## src/rtl/ram_arb_pkg.sv

```systemverilog
// rtl/ram_arb_pkg.sv - shared types and constants for the two-port RAM arbiter
package ram_arb_pkg;

    typedef enum logic {
        IDLE = 1'b0,
        RESP = 1'b1
    } arb_state_t;

    localparam logic PORT_CPU = 1'b0;
    localparam logic PORT_AUX = 1'b1;

    localparam logic [2:0] ACC_LB  = 3'b000;
    localparam logic [2:0] ACC_LH  = 3'b001;
    localparam logic [2:0] ACC_LW  = 3'b010;
    localparam logic [2:0] ACC_LBU = 3'b100;
    localparam logic [2:0] ACC_LHU = 3'b101;

    localparam int WAIT_W = 8;

    typedef struct packed {
        logic        we;
        logic [2:0]  access;
        logic [31:0] addr;
        logic [31:0] wdata;
    } mem_req_t;

    function automatic logic [WAIT_W-1:0] wait_sat_inc(
        input logic [WAIT_W-1:0] cnt,
        input logic [WAIT_W-1:0] limit
    );
        return (cnt == limit) ? cnt : cnt + WAIT_W'(1);
    endfunction

endpackage

```

## src/rtl/ram_arb_pick.sv

```systemverilog
// rtl/ram_arb_pick.sv - combinational winner select, port 0 priority with port 1 starvation override
module ram_arb_pick
    import ram_arb_pkg::*;
#(
    parameter int MAX_WAIT = 4
) (
    input  logic              i_p0_req,
    input  logic              i_p1_req,
    input  logic [WAIT_W-1:0] i_wait_cnt,
    output logic              o_grant_valid,
    output logic              o_grant_id
);

    logic w_wait_full;

    assign w_wait_full   = (i_wait_cnt == WAIT_W'(MAX_WAIT));
    assign o_grant_valid = i_p0_req | i_p1_req;
    assign o_grant_id    = (i_p1_req && (!i_p0_req || w_wait_full)) ? PORT_AUX : PORT_CPU;

endmodule

```

## src/rtl/ram_arbiter.sv

```systemverilog
// rtl/ram_arbiter.sv - serialises CPU (port 0) and aux (port 1) accesses onto one data RAM
module ram_arbiter
    import ram_arb_pkg::*;
#(
    parameter int MAX_WAIT = 4
) (
    input  logic        i_clk,
    input  logic        i_rst,

    input  logic        i_p0_req,
    input  logic        i_p0_we,
    input  logic [2:0]  i_p0_access,
    input  logic [31:0] i_p0_addr,
    input  logic [31:0] i_p0_wdata,
    output logic        o_p0_ack,
    output logic [31:0] o_p0_rdata,

    input  logic        i_p1_req,
    input  logic        i_p1_we,
    input  logic [2:0]  i_p1_access,
    input  logic [31:0] i_p1_addr,
    input  logic [31:0] i_p1_wdata,
    output logic        o_p1_ack,
    output logic [31:0] o_p1_rdata,

    output logic        o_mem_load,
    output logic        o_mem_store,
    output logic [2:0]  o_mem_access,
    output logic [31:0] o_mem_addr,
    output logic [31:0] o_mem_wdata,
    input  logic [31:0] i_mem_rdata
);

    arb_state_t        r_state;
    arb_state_t        w_state_nxt;
    logic [WAIT_W-1:0] r_wait_cnt;
    logic [31:0]       r_rdata_q;
    logic              r_resp_id;

    logic              w_grant_valid;
    logic              w_grant_id;
    logic              w_grant;
    mem_req_t          w_p0_fields;
    mem_req_t          w_p1_fields;
    mem_req_t          w_sel;

    ram_arb_pick #(
        .MAX_WAIT (MAX_WAIT)
    ) u_pick (
        .i_p0_req      (i_p0_req),
        .i_p1_req      (i_p1_req),
        .i_wait_cnt    (r_wait_cnt),
        .o_grant_valid (w_grant_valid),
        .o_grant_id    (w_grant_id)
    );

    assign w_p0_fields = '{we: i_p0_we, access: i_p0_access, addr: i_p0_addr, wdata: i_p0_wdata};
    assign w_p1_fields = '{we: i_p1_we, access: i_p1_access, addr: i_p1_addr, wdata: i_p1_wdata};
    assign w_sel       = (w_grant_id == PORT_AUX) ? w_p1_fields : w_p0_fields;

    // A grant only exists outside reset, so a store cannot reach the RAM while rst is high.
    assign w_grant = (r_state == IDLE) && w_grant_valid && !i_rst;

    always_ff @(posedge i_clk) begin
        if (i_rst) begin
            r_state    <= IDLE;
            r_wait_cnt <= '0;
            r_rdata_q  <= '0;
            r_resp_id  <= PORT_CPU;
        end else begin
            r_state <= w_state_nxt;
            if (w_grant) begin
                r_resp_id <= w_grant_id;
                r_rdata_q <= w_sel.we ? 32'h0 : i_mem_rdata;
                if (w_grant_id == PORT_AUX) begin
                    r_wait_cnt <= '0;
                end else if (i_p1_req) begin
                    r_wait_cnt <= wait_sat_inc(r_wait_cnt, WAIT_W'(MAX_WAIT));
                end
            end
        end
    end

    always_comb begin
        w_state_nxt  = r_state;
        o_mem_load   = 1'b0;
        o_mem_store  = 1'b0;
        o_mem_access = 3'b000;
        o_mem_addr   = 32'h0;
        o_mem_wdata  = 32'h0;
        o_p0_ack     = 1'b0;
        o_p1_ack     = 1'b0;
        o_p0_rdata   = 32'h0;
        o_p1_rdata   = 32'h0;

        case (r_state)
            IDLE: begin
                if (w_grant) begin
                    w_state_nxt  = RESP;
                    o_mem_load   = !w_sel.we;
                    o_mem_store  = w_sel.we;
                    o_mem_access = w_sel.access;
                    o_mem_addr   = w_sel.addr;
                    o_mem_wdata  = w_sel.wdata;
                end
            end
            RESP: begin
                w_state_nxt = IDLE;
                // Reset landing on the response cycle swallows the ack and its data.
                if (!i_rst) begin
                    o_p0_ack   = (r_resp_id == PORT_CPU);
                    o_p1_ack   = (r_resp_id == PORT_AUX);
                    o_p0_rdata = r_rdata_q;
                    o_p1_rdata = r_rdata_q;
                end
            end
            default: w_state_nxt = IDLE;
        endcase
    end

endmodule

```

## config.mk

```make
export PLATFORM = sky130hd
export DESIGN_NAME = ram_arbiter
export DESIGN_NICKNAME = d
export VERILOG_FILES = /design/src/rtl/ram_arb_pkg.sv /design/src/rtl/ram_arb_pick.sv /design/src/rtl/ram_arbiter.sv
export SDC_FILE = /design/constraint.sdc
export NUM_CORES = 1
export LEC_CHECK = 0
export BUFFER_PORTS_ARGS = -buffer_cell sky130_fd_sc_hd__buf_2
export CAP_MARGIN = 25
export CORE_AREA = 2 2 119 121
export CTS_BUF_LIST = sky130_fd_sc_hd__clkbuf_8
export CTS_CLUSTER_DIAMETER = 150
export DETAILED_ROUTE_END_ITERATION = 8
export DIE_AREA = 0 0 121 123
export GPL_ROUTABILITY_DRIVEN = 0
export HOLD_SLACK_MARGIN = 0.02
export PLACE_DENSITY = 0.66
export RECOVER_POWER = 25
export SETUP_SLACK_MARGIN = 0.15
export SLEW_MARGIN = 15
export SYNTH_ARGS = -nofsm -noshare
export SYNTH_HDL_FRONTEND = slang
export SYNTH_SLANG_ARGS = --single-unit
```

## constraint.sdc

```tcl
create_clock -name i_clk -period 2.1 [get_ports i_clk]
set_input_delay 0.42 -clock i_clk [delete_from_list [all_inputs] [get_ports i_clk]]
set_output_delay 0.42 -clock i_clk [all_outputs]
set_load 0.02 [all_outputs]
```

* Yosys cells after proc, flatten, opt, wreduce, memory -nomap -nowiden
Index checks and enable logic that the tools add are counted.
Word-level totals: bits of input ports 172, output and inout bits 135, register bits after elaboration 42
Cells by class: muxes and demuxes 24, add/subtract/negate cells 1, equal/unequal tests 2, bitwise logic cells 3, reductions and logical operators 9
Operators by type and width (count):
- two-way mux 32 bit | 7
- two-way mux 68 bit | 1
- two-way mux 8 bit | 3
- two-way mux 1 bit | 10
- adder 8 x 1 -> 8 bit, second input constant | 1
- == test 8 x 3 -> 1 bit, second input constant | 1
- two-way mux 3 bit | 2
- logical AND 1 bit | 3
- logical NOT 1 bit | 3
- AND reduction 3 bit | 1
- inequality test 2 bit, second input constant | 1
- NOT 1 bit | 2
- case mux 1 bit (2 select lines) | 1
- nonzero test 2 bit | 1
- logical OR 1 bit | 1
- OR 1 bit | 1

* Longest topological paths before layout
word-level depth 8, gate-level depth with buffers 8

* Hierarchy
From an unflattened synthesis, not the netlist that was laid out.
Unflattened totals: cell total of the unflattened synthesis 372, area total of the unflattened synthesis 3067.9 µm²
By module, submodules not included:
- ram_arbiter | cells each 367, instances 1, area each 3022.9 µm², seq. area each 840.8 µm²
- ram_arb_pick | cells each 5, instances 1, area each 45.0 µm², seq. area each 0.0 µm²

* Worst setup path after synthesis
No wires, ideal clock.
kind register -> output, from register r_wait_cnt[0], to output o_mem_load, buffers on the path 2, slack -0.274 ns, required time 1.680 ns, stages on the path, launching flop included 9, arrival time 1.954 ns, cell sequence dfxtp_1 > inv_1 > ha_1 > nor4b_4 > a41oi_4 > and2_1 > clkbuf_1 > buf_2 > nor3_1
On the way: cells in the longest elaborated chain, start to end 8
Ends and longest elaborated chain:
- from (decl) | line ram_arbiter.sv:36 | logic [WAIT_W-1:0] r_wait_cnt;
- from (signal assigned) | line ram_arbiter.sv:78 | r_wait_cnt <= wait_sat_inc(r_wait_cnt, WAIT_W'(MAX_WAIT));
- == test 8 x 3 -> 1 bit | line ram_arb_pick.sv:16 | assign w_wait_full = (i_wait_cnt == WAIT_W'(MAX_WAIT));
- logical OR 1 bit | line ram_arb_pick.sv:18 | assign o_grant_id = (i_p1_req && (!i_p0_req || w_wait_full)) ? PORT_AUX : PORT_CPU;
- logical AND 1 bit | line ram_arb_pick.sv:18
- two-way mux 1 bit | line ram_arb_pick.sv:18
- two-way mux 68 bit | line ram_arbiter.sv:59 | assign w_sel = (w_grant_id == PORT_AUX) ? w_p1_fields : w_p0_fields;
- logical NOT 1 bit | line ram_arbiter.sv:100 | o_mem_load = !w_sel.we;
- two-way mux 1 bit | line ram_arbiter.sv:98 | if (w_grant) begin
- two-way mux 1 bit | line ram_arbiter.sv:96 | case (r_state)
- to (decl) | line ram_arbiter.sv:26 | output logic o_mem_load,
Every way passes these cells.

* Worst setup path after layout
from register r_wait_cnt[0], to output o_mem_addr[8]
On the way: cells in the longest elaborated chain, start to end 7
Ends and longest elaborated chain:
- == test 8 x 3 -> 1 bit | line ram_arb_pick.sv:16
- logical OR 1 bit | line ram_arb_pick.sv:18
- logical AND 1 bit | line ram_arb_pick.sv:18
- two-way mux 1 bit | line ram_arb_pick.sv:18
- two-way mux 68 bit | line ram_arbiter.sv:59
- two-way mux 32 bit | line ram_arbiter.sv:98
- two-way mux 32 bit | line ram_arbiter.sv:96
- to (decl) | line ram_arbiter.sv:29 | output logic [31:0] o_mem_addr,
Every way passes these cells.

==> results.toml <==
[outcome]
outcome = "complete, but fails checks"
violations = "negative setup slack"

[setup_path]
required_ns = 1.68
cp_data_arrival_time_ns = 2.19
startpoint = "r_wait_cnt[0]$_SDFFE_PP0P_"
start_kind = "flop"
reg2reg_to = "r_rdata_q[11]$_SDFFE_PP0N_"
end_kind = "output pin"
timing.critical_path.to = "o_mem_addr[8]"
reg2reg_depth = 9
r2r_slack_ns = 0.15
path_max_fanout = 14
path_class = "flop to output pin"
r2r-start = "r_wait_cnt[0]$_SDFFE_PP0P_"

[sta]
skew_ns = 0.005570
rsz0062_at_grt = "yes"
worst_slew_pin_slew_ns = 0.4309
finalCriticalPeriod_ns = 2.612
fin_crit_sh_pct = 124.4
slew_headroom_pct = 70.97
tns_ns = -33.27
fmax_mhz = 382.8
setup-violations-final = 69
layout_setup_ws_ns = -0.5122
hold_viol = 0
report.final.slew_viol_count = 0

[yosys]
yosys_warnings = 0
synth_cells = 368
synth.avg_cell_area_um2 = 8.595
yosysTopAreaCellShare_pct = 26.58
syn_nets = 542
synth_top_cell_by_area = "dfxtp_1"
seq_area_frac_synth_pct = 26.58
synthTopCellsByArea = "dfxtp_1 27%, o221a_2 22%, buf_4 7.6%"
yosysUniqueCellTypes = 33
ys_ff_latch = 42
synth_area_um2 = 3163

[floorplan]
core_area_um2 = 13610
die_area_um2 = 14880
std_cell_rows = 43
io_pins = 307
initial_core_util_pct = 23.24
dieHeight_um = 123
die_w_um = 121

[power]
powerDensity_nw_per_um2 = 397.8
power_uw = 2501
vdd_drop_max_v = 0.0002903
p_leak_uw = 0.003042

[grt]
first_global_vias = 3766
grt_overflow_total = 0
grt_max_degree = 44
grt_util_all_layers_pct = 18.00
grt_pass1_wl_mm = 20.60
antenna_found_initial = 3

[drt]
wire_per_inst_um = 18.12
dr_total_vias = 4171
routed.top_layer = "met4"
dr.pass1.iters = 4
wl_met2_mm = 7.962
ant_nets = 0
wl_met1_mm = 5.732
drc_errors = 0
via_per_inst = 4.913
first_iter_violations = 173
dr_wl_met3_mm = 1.280
drt_wl_total_mm = 15.38

[min_path]
min_path_type = "primary input to flop"
hold_depth = 3

[place]
dp_hpwl_mm = 11.78
io_buffers = 306

[clock_tree]
cts_sinks = 42
ctsLongestPathBuffers = 2
cts_max_level = 2
clock_latency_ns = 0.30
root_buffer = "clkbuf_8"
ctsHoldBuffers = 0
cts_tree = "yes"
cts.clk_slew.worst_paths_ns = 0.08
cts_buffers = 5

[finish]
final_common_cell = "buf_2"
syn_to_final_growth_pct = 98.77
final_layout_size_suffix_gt1_share_pct = 71.86
final_cell_mix = "244 x buf_2, 59 x o221a_4, 58 x buf_4"
fin_nets = 841
fin_util_pct = 46.19

[job]
maxCapViolCount = 0
[final cells by class]
cell class              instances  area [µm²]
clock inverters                 2       8.758
repair buffers                366        2554
clock buffers                   6       82.58
flip-flops and latches         42       844.6
inverters                       6       25.02
multi-input cells             246        2545
diodes                          1       2.502
well taps                     180       225.2
fillers                      1328        7325
[stage by stage]
step | setup slack (ns) | cell area (µm²) | cells | hold WS [ns]
floorplan | -0.1427 | 3655 | 368 | 0.4373
global placement | -0.1596 | 5401 | 826 | 0.4454
detailed placement | -0.2047 | 5401 | 826 | 0.4523
CTS | -0.5364 | 5643 | 839 | 0.3385
global route | -0.6231 | 6285 | 848 | 0.3435
finish | -0.5122 | 6287 | 849 | 0.3552
[synthesized netlist by cell type]
cell	instances
o21a_1	1
nor4_1	2
inv_1	6
o31ai_1	32
nor3_4	1
ha_1	2
nor2b_1	5
o21ai_0	1
and2_1	34
nor3_1	7
a41oi_4	1
o21ai_1	1
nand4_1	3
xnor2_1	3
dfxtp_1	42
xor2_1	2
o221a_1	5
nor2_1	3
nand2_1	36
nand4b_1	1
buf_2	6
a31o_2	1
a311oi_1	1
a21oi_1	3
nand2b_1	2
nor4b_4	1
nand3_1	34
o221a_2	62
clkbuf_1	29
buf_6	7
and3_1	1
buf_4	32
a31oi_1	1
[where the power goes]
part | internal (µW) | switching (µW) | leakage (µW)
Sequential | 844 | 23.2 | 0.000345
Combinational | 534 | 555 | 0.00264
Clock | 261 | 284 | 0.0000524
Total | 1640 | 862 | 0.00304
[repair_timing]
item	in CTS	in global routing
pin swaps	0	11
setup buffers	5	3
resized for setup	37	122
endpoints found under the setup margin	98	103
hold endpoints to repair	0	0
gates cloned	0	6
[registers in the layout, summed over array words and instances, names as in the netlist]
name        flops
r_state         1
r_rdata_q      32
r_wait_cnt      8
r_resp_id       1
[routing by layer]
metal / track usage [%] / up-vias
li1: - / 1976
met5: 0 / -
met3: 5.120 / 23
met4: 6.904 / 0
met1: 20.70 / 1954
met2: 31.60 / 218
[logic make-up (layout without fill, tap and decap cells)]
logic type	after synthesis	after routing	synth area share, %
xor gates and xnor gates	5	5	1.385
DFF	42	42	26.58
and+or+nand+nor	130	130	21.95
AOI/OAI and AO/OA	109	109	34.10
adders and majority gates	2	2	0.7910
buffers and inverters	80	380	15.19
other	0	1	0
[worst min-delay path by stage]
stage | from | end | slack (ns)
after detailed placement | r_rdata_q[17]$_SDFFE_PP0N_ | r_rdata_q[17]$_SDFFE_PP0N_ | 0.45
after global routing | i_mem_rdata[1] | r_rdata_q[1]$_SDFFE_PP0N_ | 0.34
after floorplan | r_rdata_q[0]$_SDFFE_PP0N_ | r_rdata_q[0]$_SDFFE_PP0N_ | 0.44
after global placement | r_rdata_q[17]$_SDFFE_PP0N_ | r_rdata_q[17]$_SDFFE_PP0N_ | 0.45
final | i_mem_rdata[20] | r_rdata_q[20]$_SDFFE_PP0N_ | 0.36
after CTS | i_mem_rdata[31] | r_rdata_q[31]$_SDFFE_PP0N_ | 0.34
[critical path: stages, from the launching register on]
cell and delay, ns:
dfxtp_2 0.33, inv_2 0.06, ha_4 0.11, nor4b_4 0.27
a41oi_4 0.18, buf_4 0.18, buf_12 0.15, clkbuf_16 0.18
o221a_4 0.26, buf_4 0.15
Power figures use the tool's default switching activity.
